<file path="config.mk">
export PLATFORM = sky130hd
export DESIGN_NAME = pwm_duty_ctrl_flat
export DESIGN_NICKNAME = d
export VERILOG_FILES = /design/src/rtl/pwm_ui_pkg.sv /design/src/rtl/pwm_duty_ctrl_if.sv /design/src/rtl/up_cnt_pmtr.sv /design/src/rtl/pwm_duty_ctrl.sv /design/src/flat_wrapper.sv
export SDC_FILE = /design/constraint.sdc
export NUM_CORES = 1
export LEC_CHECK = 0
export ABC_AREA = 1
export BUFFER_PORTS_ARGS = -buffer_cell sky130_fd_sc_hd__buf_2
export CAP_MARGIN = 15
export CELL_PAD_IN_SITES_DETAIL_PLACEMENT = 1
export CELL_PAD_IN_SITES_GLOBAL_PLACEMENT = 1
export CORE_ASPECT_RATIO = 0.8
export CORE_MARGIN = 2
export CORE_UTILIZATION = 41
export DETAILED_ROUTE_END_ITERATION = 8
export PLACE_DENSITY_LB_ADDON = 0.25
export REMOVE_ABC_BUFFERS = 1
export SYNTH_ARGS = -nofsm -noshare
export SYNTH_HDL_FRONTEND = slang
export SYNTH_SLANG_ARGS = --single-unit
</file>
<file path="constraint.sdc">
create_clock -name clk -period 1.7 [get_ports clk]
set_input_delay 0.17 -clock clk [delete_from_list [all_inputs] [get_ports clk]]
set_output_delay 0.17 -clock clk [all_outputs]
set_load 0.02 [all_outputs]
</file>
<file path="src/rtl/pwm_ui_pkg.sv">
// Shared types for the PWM user-input stage: FSM state and step direction.
package pwm_ui_pkg;

  // Button-service state of the duty controller.
  typedef enum logic [1:0] {
    IDLE = 2'd0,  // no button being serviced
    HOLD = 2'd1,  // initial step taken, waiting for the first repeat
    RPT  = 2'd2,  // auto-repeating
    LOCK = 2'd3   // conflicting input seen, waiting for both buttons released
  } state_t;

  // Direction of the button currently being serviced.
  typedef enum logic {
    DIR_DN = 1'b0,
    DIR_UP = 1'b1
  } dir_t;

endpackage

</file>
<file path="src/rtl/pwm_duty_ctrl_if.sv">
// Button/duty bundle between the input source and the duty controller.
interface pwm_duty_ctrl_if #(
  parameter int DUTY_W = 4
);
  logic              btn_up;
  logic              btn_dn;
  logic [DUTY_W-1:0] duty;
  logic              duty_chg;
  logic              at_max;
  logic              at_min;

  // Drives the buttons and observes the duty word.
  modport master (
    output btn_up, btn_dn,
    input  duty, duty_chg, at_max, at_min
  );

  // The duty controller itself.
  modport slave (
    input  btn_up, btn_dn,
    output duty, duty_chg, at_max, at_min
  );
endinterface

</file>
<file path="src/rtl/up_cnt_pmtr.sv">
// Free-running up counter with synchronous clear and count enable.
module up_cnt_pmtr #(
  parameter int WIDTH = 8
) (
  input  logic             clk,
  input  logic             rst,
  input  logic             en,
  input  logic             clr,
  output logic [WIDTH-1:0] cnt
);

  // Clear wins over count; wraps silently at the top.
  always_ff @(posedge clk or posedge rst) begin
    if (rst) begin
      cnt <= '0;
    end else if (clr) begin
      cnt <= '0;
    end else if (en) begin
      cnt <= cnt + WIDTH'(1);
    end
  end

endmodule

</file>
<file path="src/rtl/pwm_duty_ctrl.sv">
// Turns debounced up/down buttons into a saturating duty word with
// press-to-step, hold-to-repeat behaviour and a one-cycle change strobe.
module pwm_duty_ctrl
  import pwm_ui_pkg::*;
#(
  parameter int DUTY_W     = 4,
  parameter int DUTY_MAX   = 8,
  parameter int STEP       = 1,
  parameter int RESET_DUTY = 0,
  parameter int CNT_W      = 25,
  parameter int REPEAT_DLY = 25_000_000,
  parameter int REPEAT_PER = 5_000_000
) (
  input  logic            clk,
  input  logic            rst,
  pwm_duty_ctrl_if.slave  bus
);

  // Timer values at which the next edge is a repeat step.
  localparam logic [CNT_W-1:0] DLY_LAST = CNT_W'(REPEAT_DLY - 1);
  localparam logic [CNT_W-1:0] PER_LAST = CNT_W'(REPEAT_PER - 1);

  // Step arithmetic is one bit wider so duty+STEP cannot wrap before clamping.
  localparam logic [DUTY_W:0] MAX_X  = (DUTY_W+1)'(DUTY_MAX);
  localparam logic [DUTY_W:0] STEP_X = (DUTY_W+1)'(STEP);

  state_t            state, state_nxt;
  dir_t              dir, dir_nxt;
  logic              up_q, dn_q;
  logic              rise_up, rise_dn;
  logic              held, opp;
  logic              step_en;
  dir_t              step_dir;
  logic              tmr_clr;
  logic [CNT_W-1:0]  tmr;
  logic [DUTY_W-1:0] duty;
  logic [DUTY_W-1:0] duty_step;
  logic              duty_chg;
  logic [DUTY_W:0]   duty_x, sum_up, val_up, val_dn, val_step;

  assign rise_up = bus.btn_up & ~up_q;
  assign rise_dn = bus.btn_dn & ~dn_q;

  // Button being serviced and the one opposing it.
  assign held = (dir == DIR_UP) ? bus.btn_up : bus.btn_dn;
  assign opp  = (dir == DIR_UP) ? bus.btn_dn : bus.btn_up;

  // Repeat timer: held at zero while idle or locked, restarted on every step.
  up_cnt_pmtr #(
    .WIDTH(CNT_W)
  ) u_rpt_tmr (
    .clk(clk),
    .rst(rst),
    .en (1'b1),
    .clr(tmr_clr),
    .cnt(tmr)
  );

  // Next-state, step request and timer clear for the button-service FSM.
  always_comb begin
    // NOTE: every output of this block gets a default first, so no path
    // leaves a value unassigned and no latch is inferred.
    state_nxt = state;
    dir_nxt   = dir;
    step_en   = 1'b0;
    step_dir  = dir;
    tmr_clr   = 1'b0;
    unique case (state)
      IDLE: begin
        tmr_clr = 1'b1;
        if (rise_up && !bus.btn_dn) begin
          step_en   = 1'b1;
          step_dir  = DIR_UP;
          dir_nxt   = DIR_UP;
          state_nxt = HOLD;
        end else if (rise_dn && !bus.btn_up) begin
          step_en   = 1'b1;
          step_dir  = DIR_DN;
          dir_nxt   = DIR_DN;
          state_nxt = HOLD;
        end else if (rise_up || rise_dn) begin
          state_nxt = LOCK;
        end
      end
      HOLD: begin
        if (!held) begin
          state_nxt = IDLE;
        end else if (opp) begin
          state_nxt = LOCK;
        end else if (tmr == DLY_LAST) begin
          step_en   = 1'b1;
          tmr_clr   = 1'b1;
          state_nxt = RPT;
        end
      end
      RPT: begin
        if (!held) begin
          state_nxt = IDLE;
        end else if (opp) begin
          state_nxt = LOCK;
        end else if (tmr == PER_LAST) begin
          step_en = 1'b1;
          tmr_clr = 1'b1;
        end
      end
      LOCK: begin
        tmr_clr = 1'b1;
        if (!bus.btn_up && !bus.btn_dn) begin
          state_nxt = IDLE;
        end
      end
      default: state_nxt = IDLE;
    endcase
  end

  // Saturating step adder for both directions.
  always_comb begin
    duty_x   = {1'b0, duty};
    sum_up   = duty_x + STEP_X;
    val_up   = (sum_up > MAX_X) ? MAX_X : sum_up;
    val_dn   = (duty_x < STEP_X) ? '0 : duty_x - STEP_X;
    val_step = (step_dir == DIR_UP) ? val_up : val_dn;
    duty_step = DUTY_W'(val_step);
  end

  // State, edge-detect history, duty word and change strobe.
  always_ff @(posedge clk or posedge rst) begin
    // NOTE: sequential state uses non-blocking assignments so every register
    // sees the pre-edge values of the others, independent of statement order.
    if (rst) begin
      state    <= IDLE;
      dir      <= DIR_UP;
      up_q     <= 1'b1;  // a button held through reset must be released first
      dn_q     <= 1'b1;
      duty     <= DUTY_W'(RESET_DUTY);
      duty_chg <= 1'b0;
    end else begin
      state    <= state_nxt;
      dir      <= dir_nxt;
      up_q     <= bus.btn_up;
      dn_q     <= bus.btn_dn;
      duty_chg <= 1'b0;
      if (step_en) begin
        duty     <= duty_step;
        duty_chg <= (duty_step != duty);
      end
    end
  end

  assign bus.duty     = duty;
  assign bus.duty_chg = duty_chg;
  assign bus.at_max   = (duty == DUTY_W'(DUTY_MAX));
  assign bus.at_min   = (duty == '0);

endmodule

</file>
<file path="src/flat_wrapper.sv">
// flat-port wrapper written by rule: the top's interface ports become plain ports
module pwm_duty_ctrl_flat import pwm_ui_pkg::*;
#(
  parameter int DUTY_W     = 4,
  parameter int DUTY_MAX   = 8,
  parameter int STEP       = 1,
  parameter int RESET_DUTY = 0,
  parameter int CNT_W      = 25,
  parameter int REPEAT_DLY = 25_000_000,
  parameter int REPEAT_PER = 5_000_000
)
  (clk, rst, bus_btn_up, bus_btn_dn, bus_duty, bus_duty_chg, bus_at_max, bus_at_min);
  pwm_duty_ctrl_if #(.DUTY_W(DUTY_W)) bus_i ();
  input  logic clk;
  input  logic rst;
  input wire logic [$bits(bus_i.btn_up)-1:0] bus_btn_up;
  input wire logic [$bits(bus_i.btn_dn)-1:0] bus_btn_dn;
  output wire logic [$bits(bus_i.duty)-1:0] bus_duty;
  output wire logic [$bits(bus_i.duty_chg)-1:0] bus_duty_chg;
  output wire logic [$bits(bus_i.at_max)-1:0] bus_at_max;
  output wire logic [$bits(bus_i.at_min)-1:0] bus_at_min;
  assign bus_i.btn_up = bus_btn_up;
  assign bus_i.btn_dn = bus_btn_dn;
  assign bus_duty = bus_i.duty;
  assign bus_duty_chg = bus_i.duty_chg;
  assign bus_at_max = bus_i.at_max;
  assign bus_at_min = bus_i.at_min;
  pwm_duty_ctrl #(.DUTY_W(DUTY_W), .DUTY_MAX(DUTY_MAX), .STEP(STEP), .RESET_DUTY(RESET_DUTY), .CNT_W(CNT_W), .REPEAT_DLY(REPEAT_DLY), .REPEAT_PER(REPEAT_PER)) u_core (.clk(clk), .rst(rst), .bus(bus_i));
endmodule
</file>
==> out/metrics.yaml, run 1 <==
floorplan:
  io_pins: 11
  start_util_pct: 42.9
  dieArea_um2: 6940
  rows: 25
  die_h_um: 74.9
  coreArea_um2: 6010
  die_w_um: 92.6
power:
  irDropWorstVdd_mv: 0.780
  power.density_nw_per_um2: 1440
  pwr-share-seq_pct: 23.8
  sw_frac_of_total_pct: 45.5
  clkPwrFrac_pct: 14.6
  p_comb_share_pct: 61.6
  switchingPower_mw: 2.19
  finalPower_mw: 4.81
  p_int_mw: 2.62
  p_leak_nw: 1.49
grt:
  grt_pass1_vias: 2528
  grt_pass1_wl_um: 12500
  grt.total_usage_pct: 23.7
  grt_overflow: 0
  antenna_found_initial: 0
  grt_max_degree: 36
detailed_routing:
  ant_nets: 0
  drc: 0
  wire_per_inst_um: 17.8
  drtPass1Iterations: 4
  drtIter0Drc: 117
  drt_wl_total_um: 8600
  routed_via_density: 5.37
  vias: 2589
clocking:
  tritoncts: "done"
  root_buffer: "clkbuf_8"
  cts_made_buffers: 5
  worstSkewPairLatency_ns: 0.31
  clock_path_buffers: 2
  cts.clk_slew.worst_paths_ns: 0.08
  h-tree-depth: 2
  clock_sinks: 35
worst_setup_path:
  path_max_fanout: 5
  crit_type: "register to register"
  r2r_slack_ns: -0.14
  crit_path_start: "u_core.state[1]"
  r2r-start: "u_core.state[1]"
  start_kind: "register"
  crit_end: "u_core.bus.duty[2]"
  r2r-end: "u_core.bus.duty[2]"
  arrival_ns: 2.03
  r2r_cells: 9
  required_ns: 1.89
  crit_path_end_kind: "register"
timing:
  rsz0062_at_grt: "yes"
  fin_tns_setup_ns: -2.54
  tightest_slew_ns: 0.472
  fin_skew_ns: 0.00738
  hold_viol: 0
  drv_slew: 0
  max-slew-margin-rel_pct: 68.6
  setup_ws_ns: -0.140
  period_minus_slack_ns: 1.84
  setup_viol: 30
  fmax_mhz: 543
  finalCritPeriodShare_pct: 108
synthesis:
  yosys_warnings: 0
  synth_seq_cells: 35
  syn-cell-area_um2: 2580
  yosys.area.top_type: "dfrtp_1"
  synth_top_area_share_pct: 31.1
  synth_area_leaders: "dfrtp_1, nand2_1, inv_1, a21oi_2, nand3_1"
  ys_seq_area_share_pct: 34.1
  synth_cell_types: 33
  syn-mean-instance-area_um2: 7.45
  syn_inst: 346
hold_path:
  hold_depth: 4
  hold_path_class: "primary input to register"
placement:
  dp_cells: 459
  place.gp.congestion: 0.893
  dp_hpwl_um: 5760
  io_buffers: 10
cells_and_area:
  fin_cells: 482
  syn_to_final_growth_pct: 29.7
  nNetsFinal: 413
  layout_common_cells: "nand2_1, inv_1, nor2_1, buf_4, dfrtp_1"
  layout-drive-gt1-share_pct: 30.2
  num_antenna_cells: 0
  final_common_cell: "nand2_1"
run:
  maxCapViolations: 0
run_status:
  outcome: "finished with violations"
  violations: "setup timing"
## sequential cells by signal, summed over array words and instances, names as in the netlist
signal and cells:
u_core.dn_q 1, u_core.state 2, u_core.bus.duty_chg 1, u_core.bus.duty 4
u_core.dir 1, u_core.u_rpt_tmr.cnt 25, u_core.up_q 1
## metrics by stage
stage          setup WS, ns  instance area, um^2  hold WS, ns  utilization, %
6_report             -0.140                 3340        0.341            55.6
2_1_floorplan        -0.272                 2510        0.174               -
3_5_place_dp         -0.108                 2910        0.302            48.5
5_1_grt              -0.259                 3340        0.381            55.6
4_1_cts             -0.0414                 3080        0.342            51.3
3_3_place_gp         0.0328                 2910        0.302            48.5
## area by class of cell
type / instances / area (um^2)
Clock buffer: 8 / 100
Fill cell: 773 / 2660
Inverter: 49 / 186
Multi-Input combinational cell: 255 / 1590
Sequential cell: 35 / 882
Tap cell: 81 / 101
Timing Repair Buffer: 54 / 485
## synth_stat cells, drive strengths merged
| cell type | instances |
|---|---|
| buf | 7 |
| o31ai | 1 |
| inv | 49 |
| nand4 | 14 |
| dfstp | 3 |
| a211oi | 3 |
| o211ai | 1 |
| dfrtp | 32 |
| nor2 | 39 |
| a21oi | 27 |
| nor3 | 15 |
| ha | 9 |
| nor4 | 3 |
| o21ai | 8 |
| a21boi | 1 |
| xor2 | 11 |
| nand3b | 1 |
| xnor2 | 4 |
| nand3 | 31 |
| nand2 | 87 |
## critical path, cell delays in order, from the launching register on
cell and delay, ns:
dfrtp_1 0.38, inv_1 0.10, ha_1 0.22, inv_1 0.09
nor3_1 0.36, nand3_1 0.19, nand3_4 0.14, nand2_2 0.10
nand2_1 0.09, nand2_1 0.06
## per-layer routing
metal,routed length [um],vias to the layer above,share of wire (%),GRT usage [%]
li1,-,1233,-,-
met1,3920,1278,46,32.6
met2,4110,66,48,38.8
met3,425,12,4.9,5.01
met4,148,0,1.7,6.54
met5,0,-,0,0
## cells by family after synthesis
kind of cell / after synthesis / share of synthesized area, %
AOI/OAI and AO/OA: 41 / 10.9
and+or+nand+nor: 190 / 35.7
xor gates and xnor gates: 15 / 5.10
buffers and inverters: 56 / 9.85
DFF: 35 / 34.1
adders and majority gates: 9 / 4.37
## power groups by stage
stage	clock network [mW]	logic, mW	registers, mW
after detailed placement	0	2.32	1.13
after floorplan	0	1.23	1.18
final	0.701	2.96	1.15
after global routing	0.748	3.18	1.17
after global placement	0	2.25	1.12
after CTS	0.707	2.36	1.13
## worst min path at each step
stage	start	end	slack [ns]
final	bus_btn_dn	u_core.dir	0.34
after global routing	bus_btn_dn	u_core.dir	0.38
after CTS	bus_btn_dn	u_core.dir	0.34
after detailed placement	rst	u_core.u_rpt_tmr.cnt[3]	0.30
after global placement	bus_btn_up	u_core.up_q	0.30
after floorplan	bus_btn_dn	u_core.dn_q	0.17
## what timing repair did
item                                    CTS  global route
buffers inserted                          0             8
pin swaps                                 1            19
hold buffers                              3             0
gates cloned                              0             4
endpoints found under the hold margin    34             0
endpoints found under the setup margin   31            33
gates resized for setup                   6            31
Power figures use the tool's default switching activity.
==> inputs of run 2 (changes only) <==
Settings changed: REMOVE_ABC_BUFFERS 1 to default.
Clock period 1.7 ns to 1.5 ns, I/O delays scaled along.
==> out/metrics.yaml, run 2 (same netlist as run 1, synthesis figures left out) <==
timing:
  hold_viol: 0
  rsz0062_at_grt: "yes"
  finalCritPeriodShare_pct: 132
  drv_slew: 0
  setup_ws_ns: -0.483
  period_minus_slack_ns: 1.98
  tightest_slew_ns: 0.506
  fin_skew_ns: 0.0137
  max-slew-margin-rel_pct: 66.3
  setup_viol: 33
  fmax_mhz: 504
grt:
  grt_pass1_wl_um: 15700
  antenna_found_initial: 0
  grt.total_usage_pct: 29.4
  grt_pass1_vias: 3077
  grt_max_degree: 36
  grt_overflow: 0
clocking:
  tritoncts: "done"
  worstSkewPairLatency_ns: 0.30
  clock_sinks: 35
  clock_path_buffers: 2
  cts_made_buffers: 5
  h-tree-depth: 2
  cts.clk_slew.worst_paths_ns: 0.09
  root_buffer: "clkbuf_8"
power:
  sw_frac_of_total_pct: 47.5
  pwr-share-seq_pct: 20.8
  switchingPower_mw: 3.03
  irDropWorstVdd_mv: 0.988
  p_comb_share_pct: 66.4
  p_leak_nw: 1.84
  power.density_nw_per_um2: 1640
  p_int_mw: 3.35
  clkPwrFrac_pct: 12.8
hold_path:
  hold_path_class: "primary input to register"
floorplan:
  die_w_um: 92.6
  io_pins: 11
  start_util_pct: 42.9
  dieArea_um2: 6940
  rows: 25
  die_h_um: 74.9
  coreArea_um2: 6010
cells_and_area:
  num_antenna_cells: 0
  syn_to_final_growth_pct: 50.4
  largest-register: "u_core.u_rpt_tmr.cnt"
  top_regs: "u_core.u_rpt_tmr.cnt (25), u_core.bus.duty (4), u_core.state (2)"
  largest_register_ffs: 25
  layout_common_cells: "buf_4, nand2_1, inv_1, nor2_1, dfrtp_1"
  final_common_cell: "buf_4"
  final_core_util_pct: 64.6
  nNetsFinal: 467
  fin_cells: 536
  nFillCells: 731
  layout-drive-gt1-share_pct: 43.1
detailed_routing:
  drc: 0
  drtPass1Iterations: 7
  drt_wl_total_um: 12200
  wire_per_inst_um: 22.8
  ant_nets: 0
  routed_via_density: 5.73
  vias: 3073
  drtIter0Drc: 246
worst_setup_path:
  path_max_fanout: 12
  crit_type: "register to register"
  required_ns: 1.70
  r2r_slack_ns: -0.48
  start_kind: "register"
  crit_path_end_kind: "register"
  arrival_ns: 2.19
run:
  maxCapViolations: 0
placement:
  dp_cells: 501
  io_buffers: 10
  dp_hpwl_um: 6340
  place.gp.congestion: 0.956
synthesis:
  synthesis.nets: 359
run_status:
  outcome: "finished with violations"
  violations: "setup timing"
## run 2: cell types whose count changed in the layout (fill, tap and decap cells not counted), sizes merged
cell | previous run | this run
buf | 48 | 103
clkbuf | 11 | 10
## run 2: critical path: stages (launching register included)
cell and delay [ns]:
dfstp_2 0.60, nand2_1 0.10, o21ai_2 0.10, inv_1 0.11, nand2_1 0.13, nor2_2 0.09, nand3_2 0.16, nand3_4 0.17
buf_12 0.20, a21oi_1 0.24
## run 2: layout make-up
class / instances / area [um^2] / share of cell area (%)
well taps: 81 / 101 / 2.61
inverters: 49 / 189 / 4.87
clock buffers: 8 / 100 / 2.58
flip-flops and latches: 35 / 885 / 22.8
repair buffers: 108 / 922 / 23.8
multi-input cells: 255 / 1680 / 43.3
## run 2: repair_timing
item                                    CTS  global route
resized for setup                        35            37
endpoints found under the setup margin   34            35
pin swaps                                17            13
hold buffers                              3             0
cloned                                    1             1
setup buffers                            13            11
hold endpoints to repair                 34             0
## run 2: power groups by stage
| stage | Sequential (mW) | Combinational [mW] | Clock [mW] |
|---|---|---|---|
| 2_1_floorplan | 1.33 | 1.75 | 0 |
| 3_3_place_gp | 1.28 | 2.87 | 0 |
| 3_5_place_dp | 1.30 | 3.01 | 0 |
| 4_1_cts | 1.29 | 3.51 | 0.799 |
| 5_1_grt | 1.34 | 4.43 | 0.846 |
| 6_report | 1.32 | 4.24 | 0.819 |
## run 2: metal layers
layer	share of wire, %	vias to the layer above	track usage, %
li1	-	1338	-
met1	41	1521	38.1
met2	49	157	52.0
met3	6.2	57	4.50
met4	4.4	0	8.82
met5	0	-	0
## run 2: final timing paths
check | cells past startpoint | end | start
max reg2reg | 9 | u_core.u_rpt_tmr.cnt[2] | u_core.dir
max | 9 | u_core.u_rpt_tmr.cnt[2] | u_core.dir
min in group asynchronous | 4 | u_core.bus.duty_chg | rst
min reg2reg | 3 | u_core.u_rpt_tmr.cnt[18] | u_core.u_rpt_tmr.cnt[18]
min | 5 | u_core.state[1] | bus_btn_up
max in group asynchronous | 4 | u_core.bus.duty[3] | rst
## run 2: per-stage QoR
step | total power, mW | TNS [ns] | hold WS [ns] | instance area (um^2) | worst slack, ns
floorplan | 3.07 | -1.23 | 0.154 | 2610 | -0.0647
global placement | 4.15 | -2.81 | 0.273 | 3290 | -0.142
detailed placement | 4.31 | -5.31 | 0.275 | 3290 | -0.220
CTS | 5.61 | -5.29 | 0.407 | 3650 | -0.206
global route | 6.62 | -12.62 | 0.518 | 3880 | -0.537
finish | 6.38 | -11.28 | 0.454 | 3880 | -0.483
==> inputs of run 3 (changes only) <==
Settings changed: ABC_AREA 1 to default, CORE_UTILIZATION 41 to 35.
==> out/metrics.yaml, run 3 <==
cells_and_area:
  fin_cells: 396
  largest_register_ffs: 25
  regArea_um2: 883
  top_regs: "u_core.u_rpt_tmr.cnt (25), u_core.bus.duty (4), u_core.state (2)"
  nNetsFinal: 327
  layout_common_cells: "buf_4, nor2_1, dfrtp_1, nand2_1, xnor2_1"
  fin_area_um2: 3150
  nFillCells: 699
  num_antenna_cells: 0
  final_common_cell: "buf_4"
  layout-drive-gt1-share_pct: 40.3
  largest-register: "u_core.u_rpt_tmr.cnt"
  multiInputGateArea_um2: 1380
  syn_to_final_growth_pct: 44.5
grt:
  antenna_found_initial: 0
  grt_pass1_wl_um: 10500
  grt_max_degree: 36
  grt_pass1_vias: 2082
  grt_overflow: 0
  grt.total_usage_pct: 19.8
worst_setup_path:
  required_ns: 1.73
  start_kind: "register"
  path_max_fanout: 3
  r2r_cells: 7
  arrival_ns: 2.32
  crit_type: "register to register"
  crit_path_end_kind: "register"
synthesis:
  synth_area_leaders: "dfrtp_1, nor2_1, xnor2_1, ha_1, xor2_1"
  synthesis.nets: 242
  synth_compound_area_share_pct: 12.4
  synth_common_cells: "nor2_1, dfrtp_1, nand2_1"
  async_reset_ff_share_pct: 100
  syn-mean-instance-area_um2: 9.52
  synth_top_area_share_pct: 36.7
  synth-edff-count: 0
  yosys_warnings: 0
  synthMuxAreaShare_pct: 2.01
  synth_top_family_by_area: "simple AND/OR/NAND/NOR gates"
  yosys.area.top_type: "dfrtp_1"
  ys_seq_area_share_pct: 40.3
  yosys_most_used_dff: "dfrtp_1"
  post-synth-top-count-cell: "nor2_1"
  syn-cell-area_um2: 2180
  synth_cell_types: 57
  synth_simple_gate_area_share_pct: 25.8
  synth-xor-area-share_pct: 10.0
  synthAdderAreaFrac_pct: 5.16
  synth_seq_cells: 35
  syn_inst: 229
placement:
  dp_cells: 377
  dpl_worst_slack_ns: -0.570
  placed_area_um2: 2820
  io_buffers: 10
  dp_hpwl_um: 4540
  place.gp.congestion: 0.857
clocking:
  h-tree-depth: 2
  cts_made_buffers: 5
  clock_sinks: 35
  worstSkewPairLatency_ns: 0.29
  root_buffer: "clkbuf_8"
  cts.clk_slew.worst_paths_ns: 0.07
  clock_path_buffers: 2
  tritoncts: "done"
timing:
  fin_skew_ns: 0.00772
  drv_slew: 0
  rsz0062_at_grt: "yes"
  hold_viol: 0
  setup_ws_ns: -0.596
  fmax_mhz: 477
  finalCritPeriodShare_pct: 140
  fin_tns_setup_ns: -16.62
  max-slew-margin-rel_pct: 67.7
  tightest_slew_ns: 0.484
  setup_viol: 32
  period_minus_slack_ns: 2.10
floorplan:
  start_util_pct: 36.5
  dieArea_um2: 6880
  rows: 25
  die_h_um: 74.6
  coreArea_um2: 5970
  io_pins: 11
  die_w_um: 92.3
run:
  maxCapViolations: 0
detailed_routing:
  vias: 2045
  routed_via_density: 5.16
  drtIter0Drc: 69
  wire_per_inst_um: 17.5
  drt_wl_total_um: 6920
  ant_nets: 0
  drtPass1Iterations: 4
  drc: 0
hold_path:
  hold_depth: 2
  hold_path_class: "primary input to register"
run_status:
  outcome: "finished with violations"
  violations: "setup timing"
power:
  p_comb_share_pct: 57.2
  p_int_mw: 2.62
  switchingPower_mw: 1.72
  clkPwrFrac_pct: 15.6
  pwr-share-seq_pct: 27.2
  power.density_nw_per_um2: 1380
  irDropWorstVdd_mv: 0.812
  sw_frac_of_total_pct: 39.6
  p_leak_nw: 1.42
run 3: power by group through the flow:
| stage | Sequential (mW) | Combinational, mW | Clock [mW] |
|---|---|---|---|
| floorplan | 1.26 | 1.09 | 0 |
| CTS | 1.17 | 2.22 | 0.697 |
| global route | 1.20 | 2.65 | 0.732 |
| detailed placement | 1.19 | 1.98 | 0 |
| global placement | 1.18 | 1.91 | 0 |
| finish | 1.18 | 2.48 | 0.677 |
run 3: critical path: stages, from the launching register on:
cell and delay [ns]:
dfrtp_1 0.40, inv_2 0.12, ha_4 0.14, or4b_4 0.46, a2111oi_4 0.23, a21o_1 0.22, nor4bb_2 0.29, o32a_1 0.18
run 3: logic make-up (layout without fill, tap and decap cells):
kind of cell / after synthesis / after routing
multiplexers: 4 / 4
AND/OR/NAND/NOR: 102 / 102
AO/OA/AOI/OAI: 34 / 34
flip-flops: 35 / 35
adder cells (fa/ha/maj): 9 / 9
XOR/XNOR: 25 / 25
buffers and inverters: 20 / 106
run 3: layout make-up:
type,instances,share of cell area (%)
multi-input cells,174,43.8
flip-flops and latches,35,28.0
repair buffers,83,20.6
well taps,81,3.22
clock buffers,7,2.42
inverters,15,1.79
clock inverters,1,0.159
run 3: final timing paths:
check / startpoint / endpoint / slack (ns)
min in group asynchronous: rst / u_core.bus.duty[1] / 0.51
worst max-delay path: u_core.state[0] / u_core.bus.duty[2] / -0.60
worst min-delay path: bus_btn_up / u_core.up_q / 0.13
worst max register to register: u_core.state[0] / u_core.bus.duty[2] / -0.60
max in group asynchronous: rst / u_core.state[1] / 0.62
worst min register to register: u_core.u_rpt_tmr.cnt[0] / u_core.u_rpt_tmr.cnt[0] / 0.54
run 3: per-stage QoR:
step / total power [mW] / utilization (%) / hold slack, ns
5_1_grt: 4.58 / 52.8 / 0.130
4_1_cts: 4.09 / 50.5 / 0.126
3_3_place_gp: 3.10 / 47.2 / 0.287
6_report: 4.34 / 52.8 / 0.133
2_1_floorplan: 2.35 / - / 0.154
3_5_place_dp: 3.17 / 47.2 / 0.291
run 3: timing repair:
action | 4_1_cts | 5_1_grt
setup buffers | 5 | 8
hold buffers | 1 | 0
setup endpoints to repair | 34 | 35
endpoints found under the hold margin | 32 | 0
resized for setup | 17 | 23
pin swaps | 4 | 8
run 3: metal layers:
layer	vias up	part of all wire (%)	global-route usage, %
li1	982	-	-
met1	1023	46	26.6
met2	31	50	34.5
met3	9	2.6	3.14
met4	0	1.0	3.98
met5	-	0	0
